--- src/rtl/morse_pkg.sv ---
// Shared types and defaults for the Morse symbol player.
// Optional abort support is enabled with the MORSE_ABORT_EN macro (see morse_symbol_player).
package morse_pkg;

  typedef enum logic [2:0] {
    ST_IDLE,
    ST_MARK,
    ST_IGAP,
    ST_CGAP,
    ST_DONE
  } state_e;

  localparam logic ELEM_DOT  = 1'b0;
  localparam logic ELEM_DASH = 1'b1;

  localparam int MAX_LEN_DEF    = 5;
  localparam int DASH_UNITS_DEF = 3;
  localparam int IGAP_UNITS_DEF = 1;
  localparam int CGAP_UNITS_DEF = 3;

  function automatic logic [2:0] clamp_len(input logic [2:0] len, input int max_len);
    return (int'(len) > max_len) ? 3'(max_len) : len;
  endfunction

endpackage

--- src/rtl/morse_unit_counter.sv ---
// Counts unit ticks while enabled and flags the tick that completes the current phase.
// Held at zero whenever disabled, so each phase starts from a clean count.
module morse_unit_counter (
  input  logic       clk_i,
  input  logic       rst_n_i,
  input  logic       en_i,
  input  logic       tick_i,
  input  logic [1:0] last_i,
  output logic       expire_o
);

  logic [1:0] cnt_q, cnt_d;

  assign expire_o = en_i & tick_i & (cnt_q == last_i);

  always_comb begin
    cnt_d = cnt_q;
    if (!en_i || expire_o) begin
      cnt_d = '0;
    end else if (tick_i) begin
      cnt_d = cnt_q + 2'd1;
    end
  end

  always_ff @(posedge clk_i or negedge rst_n_i) begin
    if (!rst_n_i) cnt_q <= '0;
    else          cnt_q <= cnt_d;
  end

endmodule

--- src/rtl/morse_symbol_player.sv ---
// Plays one Morse character (length + dot/dash bits) on an LED, timed in whole timer units.
// Define MORSE_ABORT_EN to add the abort input and the aborted qualifier on done.
module morse_symbol_player
  import morse_pkg::*;
#(
  parameter int MAX_LEN    = MAX_LEN_DEF,
  parameter int DASH_UNITS = DASH_UNITS_DEF,
  parameter int IGAP_UNITS = IGAP_UNITS_DEF,
  parameter int CGAP_UNITS = CGAP_UNITS_DEF
) (
  input  logic               clk_i,
  input  logic               rst_n_i,
  input  logic               start_i,
  input  logic [2:0]         sym_len_i,
  input  logic [MAX_LEN-1:0] sym_bits_i,
  input  logic               tick_i,
`ifdef MORSE_ABORT_EN
  input  logic               abort_i,
  output logic               aborted_o,
`endif
  output logic               tmr_en_o,
  output logic               led_o,
  output logic               busy_o,
  output logic               done_o,
  output logic [2:0]         elem_idx_o
);

  state_e             state_q, state_d;
  logic [2:0]         len_q, len_d;
  logic [MAX_LEN-1:0] bits_q, bits_d;
  logic [2:0]         idx_q, idx_d;
  logic [1:0]         last_unit;
  logic               expire;
  logic               timing;
  logic [2:0]         len_in;

  assign timing = (state_q == ST_MARK) || (state_q == ST_IGAP) || (state_q == ST_CGAP);
  assign len_in = clamp_len(sym_len_i, MAX_LEN);

  // Counter compare value is the index of the final unit of the current phase.
  always_comb begin
    last_unit = 2'd0;
    case (state_q)
      ST_MARK: last_unit = (bits_q[idx_q] == ELEM_DOT) ? 2'd0 : 2'(DASH_UNITS - 1);
      ST_IGAP: last_unit = 2'(IGAP_UNITS - 1);
      ST_CGAP: last_unit = 2'(CGAP_UNITS - 1);
      default: last_unit = 2'd0;
    endcase
  end

  morse_unit_counter u_cnt (
    .clk_i    (clk_i),
    .rst_n_i  (rst_n_i),
    .en_i     (timing),
    .tick_i   (tick_i),
    .last_i   (last_unit),
    .expire_o (expire)
  );

`ifdef MORSE_ABORT_EN
  logic aborted_q, aborted_d;
`endif

  always_comb begin
    state_d = state_q;
    len_d   = len_q;
    bits_d  = bits_q;
    idx_d   = idx_q;
`ifdef MORSE_ABORT_EN
    aborted_d = aborted_q;
`endif
    case (state_q)
      ST_IDLE: begin
        if (start_i) begin
          len_d   = len_in;
          bits_d  = sym_bits_i;
          idx_d   = '0;
          state_d = (len_in == 3'd0) ? ST_DONE : ST_MARK;
`ifdef MORSE_ABORT_EN
          aborted_d = 1'b0;
`endif
        end
      end
      ST_MARK: begin
        if (expire) state_d = (idx_q == 3'(len_q - 3'd1)) ? ST_CGAP : ST_IGAP;
      end
      ST_IGAP: begin
        if (expire) begin
          idx_d   = idx_q + 3'd1;
          state_d = ST_MARK;
        end
      end
      ST_CGAP: begin
        if (expire) state_d = ST_DONE;
      end
      ST_DONE: state_d = ST_IDLE;
      default: state_d = ST_IDLE;
    endcase
`ifdef MORSE_ABORT_EN
    // Abort overrides any tick-driven transition in the same cycle.
    if (abort_i && timing) begin
      state_d   = ST_DONE;
      idx_d     = idx_q;
      aborted_d = 1'b1;
    end
`endif
  end

  always_ff @(posedge clk_i or negedge rst_n_i) begin
    if (!rst_n_i) begin
      state_q <= ST_IDLE;
      len_q   <= '0;
      bits_q  <= '0;
      idx_q   <= '0;
    end else begin
      state_q <= state_d;
      len_q   <= len_d;
      bits_q  <= bits_d;
      idx_q   <= idx_d;
    end
  end

`ifdef MORSE_ABORT_EN
  always_ff @(posedge clk_i or negedge rst_n_i) begin
    if (!rst_n_i) aborted_q <= 1'b0;
    else          aborted_q <= aborted_d;
  end

  assign aborted_o = (state_q == ST_DONE) & aborted_q;
`endif

  assign tmr_en_o   = timing;
  assign led_o      = (state_q == ST_MARK);
  assign busy_o     = (state_q != ST_IDLE);
  assign done_o     = (state_q == ST_DONE);
  assign elem_idx_o = idx_q;

endmodule

--- config.mk ---
export PLATFORM = sky130hd
export DESIGN_NAME = morse_symbol_player
export DESIGN_NICKNAME = d
export VERILOG_FILES = /design/src/rtl/morse_pkg.sv /design/src/rtl/morse_unit_counter.sv /design/src/rtl/morse_symbol_player.sv
export SDC_FILE = /design/constraint.sdc
export NUM_CORES = 1
export LEC_CHECK = 0
export CORE_MARGIN = 2
export CORE_UTILIZATION = 45
export DETAILED_ROUTE_END_ITERATION = 12
export GPL_TIMING_DRIVEN = 0
export PLACE_DENSITY_LB_ADDON = 0.05
export SYNTH_ARGS = -nofsm -noshare
export SYNTH_HDL_FRONTEND = slang
export SYNTH_HIERARCHICAL = 1
export SYNTH_SLANG_ARGS = --single-unit
--- constraint.sdc ---
create_clock -name clk_i -period 2.2 [get_ports clk_i]
set_clock_uncertainty 0.1 [all_clocks]
set_input_delay 0.33 -clock clk_i [delete_from_list [all_inputs] [get_ports clk_i]]
set_output_delay 0.33 -clock clk_i [all_outputs]
set_load 0.005 [all_outputs]
# --- After elaboration in Yosys (flattened, before gate mapping) ---
# Index checks and enable logic that the tools add are counted.
word_totals:
  elab_cells: 51
  out_inout_bits: 7
  inputBits: 12
  reg_bits: 16
classes:
  bitwise: 2
  reduce_logical: 12
  eq_ne: 10
  order_cmp: 2
  n_addsub: 3
  n_mux: 17
op_table:
  columns: ["cell", "n"]
  rows:
  - ["two-way mux 3 bit", 8]
  - ["one-hot mux 3 bit (4 select lines)", 1]
  - ["equality test 3 x 2 -> 1 bit (second input constant)", 2]
  - ["logical NOT 3 bit", 2]
  - ["two-way mux 2 bit", 3]
  - ["!= test 2 x 1 -> 1 bit (second input constant)", 3]
  - ["one-hot mux 3 bit (2 select lines)", 1]
  - ["< comparator 3 x 4 -> 1 bit (second input constant)", 1]
  - ["one-hot mux 2 bit (2 select lines)", 1]
  - ["AND reduction 4 bit", 1]
  - ["nonzero test 2 bit", 2]
  - ["adder 3 x 1 -> 3 bit (second input constant)", 1]
  - ["binary-select mux 1 bit (select 3 bit)", 1]
  - ["equality test 3 x 1 -> 1 bit (second input constant)", 1]
  - ["equality test 3 bit", 1]
  - ["equality test 3 bit (second input constant)", 1]
  - ["> comparator 3 bit (second input constant)", 1]
  - ["logical OR 1 bit", 3]
  - ["AND reduction 3 bit", 1]
  - ["nonzero test 3 bit", 1]
  - ["subtractor 3 x 1 -> 3 bit (second input constant)", 1]
  - ["adder 2 x 1 -> 2 bit (second input constant)", 1]
  - ["bitwise AND 1 bit", 2]
  - ["equality test 2 bit", 1]
  - ["4 further kinds", 5]

# --- Longest topological paths before layout ---
# Gate-level depths: netlist of the first run.
logic_depth:
  ltp_word: 8
  ltp_mapped: 8
  ltp_nobuf: 8

# --- Hierarchy ---
# Netlist of the first run, hierarchy kept.
modules_own_cells:
  columns: ["module", "n_inst", "area_per_inst_um2", "seq_area_each_um2", "cells_each"]
  rows:
  - ["morse_symbol_player", 1, 805.8, 350.3, 85]
  - ["morse_unit_counter", 1, 135.1, 50.0, 14]

# --- Worst setup path after synthesis of the first run ---
# OpenSTA, ideal clock, no wires.
synth_path:
  path_type: "reg2reg"
  start: "reg idx_q[0], in the netlist elem_idx_o[0]"
  end: "reg idx_q[2], in the netlist elem_idx_o[2]"
  path_stages_with_launch: 9
  setup_slack_ps: -311
  path_buffers: 0
  required_ps: 2023
  setup_ps: 77
  period_less_slack_ps: 2511
  arrival_time_ps: 2333
  cell_sequence: "dfrtp_1 > mux4_2 > nand2b_1 > a21oi_1 > xor2_1 > nor3_1 > nand4bb_1 > or3_1 > a21oi_1"
synth_via:
  elab_chain_len: 8
  word_cells_on_any_way: 11
  classes_between: "add/sub (1); eq/ne (2); mux (6); bitwise (1); reduce/logical (1)"
synth_rtl:
  columns: ["element", "line", "text"]
  rows:
  - ["start: declaration", "morse_symbol_player.sv:31", "logic [2:0] idx_q, idx_d;"]
  - ["start signal: assignment", "morse_symbol_player.sv:119", "idx_q <= idx_d;"]
  - ["binary-select mux 1 bit (select 3 bit)", "morse_symbol_player.sv:44", "ST_MARK: last_unit = (bits_q[idx_q] == ELEM_DOT) ? 2'd0 : 2'(DASH_UNITS - 1);"]
  - ["two-way mux 1 bit (not written as such)", "morse_symbol_player.sv:44", null]
  - ["two-way mux 2 bit", "morse_symbol_player.sv:44", null]
  - ["one-hot mux 2 bit (2 select lines)", "morse_symbol_player.sv:43", "case (state_q)"]
  - ["net last_unit[1]", "morse_symbol_player.sv:32", "logic [1:0] last_unit;"]
  - ["equality test 2 bit", "morse_unit_counter.sv:14", "assign expire_o = en_i & tick_i & (cnt_q == last_i);"]
  - ["bitwise AND 1 bit", "morse_unit_counter.sv:14", null]
  - ["net expire", "morse_symbol_player.sv:33", "logic expire;"]
  - ["!= test 2 x 1 -> 1 bit (no source line)", null, null]
  - ["AND reduction 3 bit (no source line)", null, null]
# The timed path passes the listed nets, and every way through them passes these cells. The select of a mux whose other input is x is not followed.
# A chain may end at the register's enable or synchronous reset.

# --- Worst setup path in the final report of the first run ---
# Same ends and word-level chain as after synthesis.

==> results of run 1 <==
[final cells by class]
type	count	area share, %
clock buffers	4	2.73
multi-input cells	78	41.9
flip-flops and latches	16	30.3
well taps	27	2.54
plain buffers	4	2.17
inverters	4	1.13
repair buffers	27	19.2
[power by group through the flow]
stage               registers [mW]  logic (mW)  clock network, mW
global placement             0.491       0.689                  0
floorplan                    0.475       0.511                  0
global route                 0.503       0.977              0.219
CTS                          0.485       0.796              0.206
detailed placement           0.494       0.709                  0
finish                       0.485       0.882              0.202
[metrics by stage]
stage,utilization (%),worst slack (ns),hold WS (ns),setup TNS (ns),power [mW]
after floorplan,-,-0.113,-0.0656,-0.113,0.986
after global placement,59.9,-0.312,0.358,-0.601,1.18
after detailed placement,59.9,-0.368,0.368,-0.821,1.20
after CTS,65.2,-0.0858,0.389,-0.218,1.49
after global routing,67.7,-0.139,0.422,-0.538,1.70
final,67.7,0.0101,0.360,0,1.57
[state kept, by name (all words and copies together), names as in the netlist]
register / flops
bits_q: 5
elem_idx_o: 3
len_q: 3
state_q: 3
u_cnt/cnt_q: 2
[worst max path at each step]
stage          cells after the start            end
2_1_floorplan                      8  elem_idx_o[2]
3_3_place_gp                       8  elem_idx_o[2]
3_5_place_dp                       8  elem_idx_o[2]
4_1_cts                            8  elem_idx_o[2]
5_1_grt                            8  elem_idx_o[2]
6_report                           8  elem_idx_o[2]
[kinds of logic (layout without fill, tap and decap cells)]
| logic type | Yosys count | count (layout) |
|---|---|---|
| AO/OA/AOI/OAI | 17 | 17 |
| XOR/XNOR | 5 | 5 |
| adder cells (fa/ha/maj) | 2 | 2 |
| buffers and inverters | 8 | 39 |
| flip-flops | 16 | 16 |
| multiplexers | 2 | 2 |
| other | 1 | 4 |
| AND/OR/NAND/NOR | 48 | 48 |
[placed cells by master (no fill, tap or decap), drive strengths merged, types with 2 or more instances in the layout]
cell type      count
nand3b             2
nand2b             3
a21oi              3
conb               4
nor2               5
xor2               4
o21ai              6
clkdlybuf4s50     18
clkbuf             5
o211ai             2
ha                 2
nand2             21
inv                4
buf               12
dfrtp             16
or3                2
nand3              2
[worst max-delay path, cell delays in order, from the launching register on]
cell	delay (ns)
dfrtp_2	0.39
mux4_2	0.48
nand2b_1	0.10
a21oi_2	0.07
xor2_2	0.17
nor3_4	0.19
nand4bb_1	0.17
or3_1	0.35
a21oi_2	0.12
[metal layers]
| layer | GRT usage [%] | wire length, µm | up-vias |
|---|---|---|---|
| met2 | 33.1 | 1000 | 13 |
| li1 | - | - | 405 |
| met5 | 0 | 0 | - |
| met4 | 4.17 | 17 | 0 |
| met3 | 3.94 | 72 | 2 |
| met1 | 23.6 | 903 | 367 |
[what timing repair did]
item / CTS / global route
setup buffers: 7 / 3
endpoints found under the setup margin: 5 / 8
gates resized for setup: 4 / 8
pin swaps: 9 / 6
==> impl_results.md, run 1 <==
- Status: completed
- Filler Cells Inserted: 175
- CTS Buf Count: 3
- FMAX: 457 MHz
- Distinct cells, synth: 39
- Compound-gate portion of the synthesized area: 12.1%
- Pins Over Slew Limit: 0
- Bufs on Longest Clock Path: 2
- Logic gate share of total power: 56.2%
- Post-route cell area: 1330 µm²
- Area of the multi-input gates: 557 µm²
- Vias in the first global route: 811
- Chip Width: 49.7 µm
- Worst path required time: 2.33 ns
- Residual DRC: 0
- Power density over the cells: 1180 nW/µm²
- Crit Path Category: reg -> reg
- Synth Area in XOR/XNOR: 6.12%
- CTS tree: done
- Hold Vio Cnt, Final: 0
- Layout cells sized above 1: 24.1%
- Slew margin rel.: 51.3%
- Multiplexer area fraction after synthesis: 3.59%
- Commonest cells post-synth: 21 x nand2_1, 16 x dfrtp_1, 5 x nor2_1
- Crit-path max FO: 3
- Die footprint: 2470 µm²
- Mapped Cells: 99
- Cell count after placement: 147
- Internal Power: 0.984 mW
- Yosys reg bits: 16
- Storage element area: 402 µm²
- Synth warnings: 6
- Global-route wire length before repair: 3.60 mm
- Register area share after synthesis: 42.6%
- Initial Util: 48.0%
- Final Critical Period: 2.19 ns
- H-tree levels: 1
- Main synth FF type: dfrtp_1
- Routed WL: 1.99 mm
- Syn Area/Cell: 9.50 µm²
- Main area contributors after synthesis: dfrtp_1 43%, nand2_1 8.4%, xor2_1 3.7%
- Data arrival, critical path: 2.32 ns
- Mapped Area: 941 µm²
- Min-Delay Path Class: in -> async
- Critical Path End Type: flip-flop
- # rows: 16
- Largest net degree at the start of global routing: 17
- Post-Place Cell Area: 1180 µm²
- Core box area: 1960 µm²
- Clock Latency Late Sink: 0.29 ns
- Number of diodes: 0
- Switching pwr: 0.585 mW
- # port buffers: 18
- Via count: 787
- Initial antenna violation count: 0
- First-pass detailed-route iteration total: 3
- Final setup fails: 0
- DP Wirelength: 1.39 mm
- Reg power frac: 30.9%
- IO Count: 19
- R2R Setup Slk: 0.01 ns
- Simple-Gate Fraction of Synth Area: 28.2%
- Max VDD drop: 0.641 mV
- Worst-Margin Slew: 0.728 ns
- Sw frac: 37.3%
- Cts hold-fix bufs: 0
- Final net count: 148
- Ys async rst share: 100%
- Wire length per cell: 12.5 µm
- GRT Overall Usage: 18.8%
- Die height: 49.7 µm
- Root Buffer: clkbuf_4
- Final period utilization: 99.5%
- Area grow syn2layout: 41.1%
- Largest family of logic cells by synthesized area: simple AND/OR/NAND/NOR gates
- Max-cap viol count: 0
- Via/cell ratio: 4.92
- Worst Setup SP: elem_idx_o[0]
- Clock transition at path regs: 0.10 ns
- Leakage: 0.597 nW
- Reg-to-Reg End: elem_idx_o[2]
- Area leader, netlist: dfrtp_1
- Routability cong.: 0.769
- Non-filler cells in the finished layout: 160
- Clk network pwr share: 12.9%
- Worst r2r src: elem_idx_o[0]
- Crit path launch type: flip-flop
- Reg2Reg Depth: 8
- CTS Sinks: 16
- Top cell type's share of synthesized area: 42.6%
- Adder-Cell Fraction of Synth Area: 2.66%
- Most common cell in the netlist: nand2_1
- Drt first-iter violations: 8
- Total gr overflow: 0
- EDFF count, synth: 0
- Antenna viol nets, final: 0
- Unrepaired setup endpoints after global routing: yes
No activity file was read; power rests on OpenSTA's default activity.
==> run 2: changes to the inputs <==
- CORE_MARGIN: 2 -> 5
- SYNTH_HIERARCHICAL: 1 -> unset
==> run 2 against run 1 <==
Non-clock buffer count fell by 11. Highest routed layer unchanged. Power fell by 7.2%. Wire length fell by 2.5%. Sequential power rose by 19%. Synthesized cell count fell by 3.0%. Via count fell by 4.6%. Sequential cell count did not move. Area after synthesis fell by 0.27%. Combinational power fell by 17%. Global-route usage fell by 4.6 points. Core utilization fell by 8.7 points. Cell count fell by 11%.
==> impl_results.md, run 2 <==
- Min Hold Slack: 0.364 ns
- Top reg by flops: bits_q
- Commonest cells post-synth: 16 x dfrtp_1, 6 x inv_1, 6 x mux2_2
- Core box area: 1980 µm²
- Distinct cells, synth: 38
- Die footprint: 3100 µm²
- Vias in the first global route: 774
- Worst path required time: 1.77 ns
- Compound-gate portion of the synthesized area: 13.9%
- Hold Vio Cnt, Final: 0
- # port buffers: 18
- Ys async rst share: 100%
- Multiplexer area fraction after synthesis: 8.27%
- Final net count: 131
- Critical Path End Type: output pin
- Yosys reg bits: 16
- Pre-CTS WS: -0.0324 ns
- Wire length per cell: 13.7 µm
- CTS Sinks: 16
- IO Count: 19
- Crit path launch type: flip-flop
- H-tree levels: 1
- Main area contributors after synthesis: dfrtp_1 43%, mux2_2 7.2%, xnor2_1 3.7%
- Initial Util: 47.3%
- Syn Nets: 110
- Data arrival, critical path: 1.65 ns
- M3 GR Usage: 3.25%
- Min-Delay Path Class: in -> async
- Top cell type's share of synthesized area: 42.7%
- Synth warnings: 0
- Most used routing layer in global routing: met2
- Crit-path max FO: 9
- Via count: 751
- Total gr overflow: 0
- Number of flip-flops in the largest register: 5
- Routability cong.: 0.818
- Final period utilization: 94.5%
- Die height: 55.7 µm
- Global-route wire length before repair: 3.55 mm
- Main synth FF type: dfrtp_1
- Worst-Margin Slew: 0.700 ns
- Syn Area/Cell: 9.78 µm²
- Routed WL: 1.95 mm
- Commonest non-fill, non-tap cells in the layout: 18 x clkdlybuf4s50_1, 15 x dfrtp_1, 6 x inv_1, 6 x mux2_2
- Storage element area: 402 µm²
- Area leader, netlist: dfrtp_1
- GRT met1 Usage: 18.6%
- CTS tree: done
- Leakage: 0.477 nW
- Final setup fails: 0
- Via/cell ratio: 5.29
- FMAX: 481 MHz
- Simple-Gate Fraction of Synth Area: 21.7%
- Pins Over Slew Limit: 0
- Unrepaired setup endpoints after global routing: no
- Number of diodes: 0
- Post-CTS setup buffer count: 0
- Bufs on Longest Clock Path: 2
- Max VDD drop: 0.771 mV
- Chip Width: 55.7 µm
- Worst Setup SP: state_q[1]
- Total power: 1.46 mW
- Most common cell in the netlist: dfrtp_1
- EDFF count, synth: 0
- Worst r2r src: elem_idx_o[1]
- Cts hold-fix bufs: 0
- GRT Overall Usage: 14.2%
- Commonest non-fill, non-tap cell in the layout: clkdlybuf4s50_1
- Filler Cells Inserted: 184
- Area of the multi-input gates: 498 µm²
- Drt first-iter violations: 8
- CTS resizes: 0
- Adder-Cell Fraction of Synth Area: 2.67%
- Max-cap viol count: 0
- Layout cells sized above 1: 12.2%
- Mapped Area: 938 µm²
- Clock Latency Late Sink: 0.28 ns
- Largest net degree at the start of global routing: 17
- Register area share after synthesis: 42.7%
- CTS Buf Count: 3
- Initial antenna violation count: 0
- Residual DRC: 0
- Met2 Use GR: 22.6%
- Final setup margin: 0.121 ns
- Mapped Cells: 96
- Final Critical Period: 2.08 ns
- Root Buffer: clkbuf_4
- First-pass detailed-route iteration total: 4
- Area grow syn2layout: 24.5%
- Largest family of logic cells by synthesized area: simple AND/OR/NAND/NOR gates
- Clock transition at path regs: 0.09 ns
- Power density over the cells: 1250 nW/µm²
- DP Wirelength: 1.54 mm
- Crit Path Category: reg -> out
- # rows: 16
- Slew margin rel.: 53.2%
- Status: completed
- Antenna viol nets, final: 0
- Synth Area in XOR/XNOR: 6.53%
[run 2: layout make-up]
class / instances / area share, %
clock buffer: 3 / 1.93
tap: 27 / 2.89
sequential: 16 / 34.4
timing repair buffer: 18 / 15.4
multi-input combinational: 70 / 42.6
inverter: 6 / 1.93
buffer: 2 / 0.857
[run 2: final timing paths]
kind | slack (ns) | depth (start not counted) | to
min reg2reg | 0.40 | 2 | len_q[1]
min | 0.36 | 1 | len_q[1]
max reg2reg | 0.31 | 4 | state_q[2]
min in group clk_i | 0.40 | 2 | len_q[1]
max | 0.12 | 4 | busy_o
max in group asynchronous | 1.15 | 1 | state_q[2]
[run 2: cell families (layout without fill, tap and decap cells)]
kind of cell             Yosys count  count (layout)
buffers and inverters             10              29
AND/OR/NAND/NOR                   34              34
AO/OA/AOI/OAI                     20              20
adder cells (fa/ha/maj)            2               2
flip-flops                        16              16
multiplexers                       7               7
XOR/XNOR                           7               7
[run 2: where the power goes]
part,leakage [nW],internal [mW],switching (mW)
Clock,0.0138,0.0635,0.0870
Combinational,0.266,0.406,0.322
Sequential,0.197,0.427,0.151
[run 2: critical path, cell delays in order, from the launching register on]
cell and delay, ns:
dfrtp_1 0.37, buf_2 0.17, nor3_1 0.31, inv_1 0.07, clkdlybuf4s50_1 0.45
[run 2: metal layers]
layer  routed length [µm]  part of all wire [%]  vias to the layer above
li1                     -                     -                      387
met1                  944                    49                      349
met2                  896                    46                       13
met3                   90                   4.6                        2
met4                   13                  0.67                        0
met5                    0                     0                        -
[run 2: metrics by stage]
stage | setup TNS (ns) | utilization [%] | instance area, µm² | instances
2_1_floorplan | 0 | - | 938 | 96
3_3_place_gp | -0.0239 | 58.1 | 1150 | 141
3_5_place_dp | -0.0324 | 58.1 | 1150 | 141
4_1_cts | 0 | 59.3 | 1170 | 144
5_1_grt | 0 | 59.0 | 1170 | 142
6_report | 0 | 59.0 | 1170 | 142
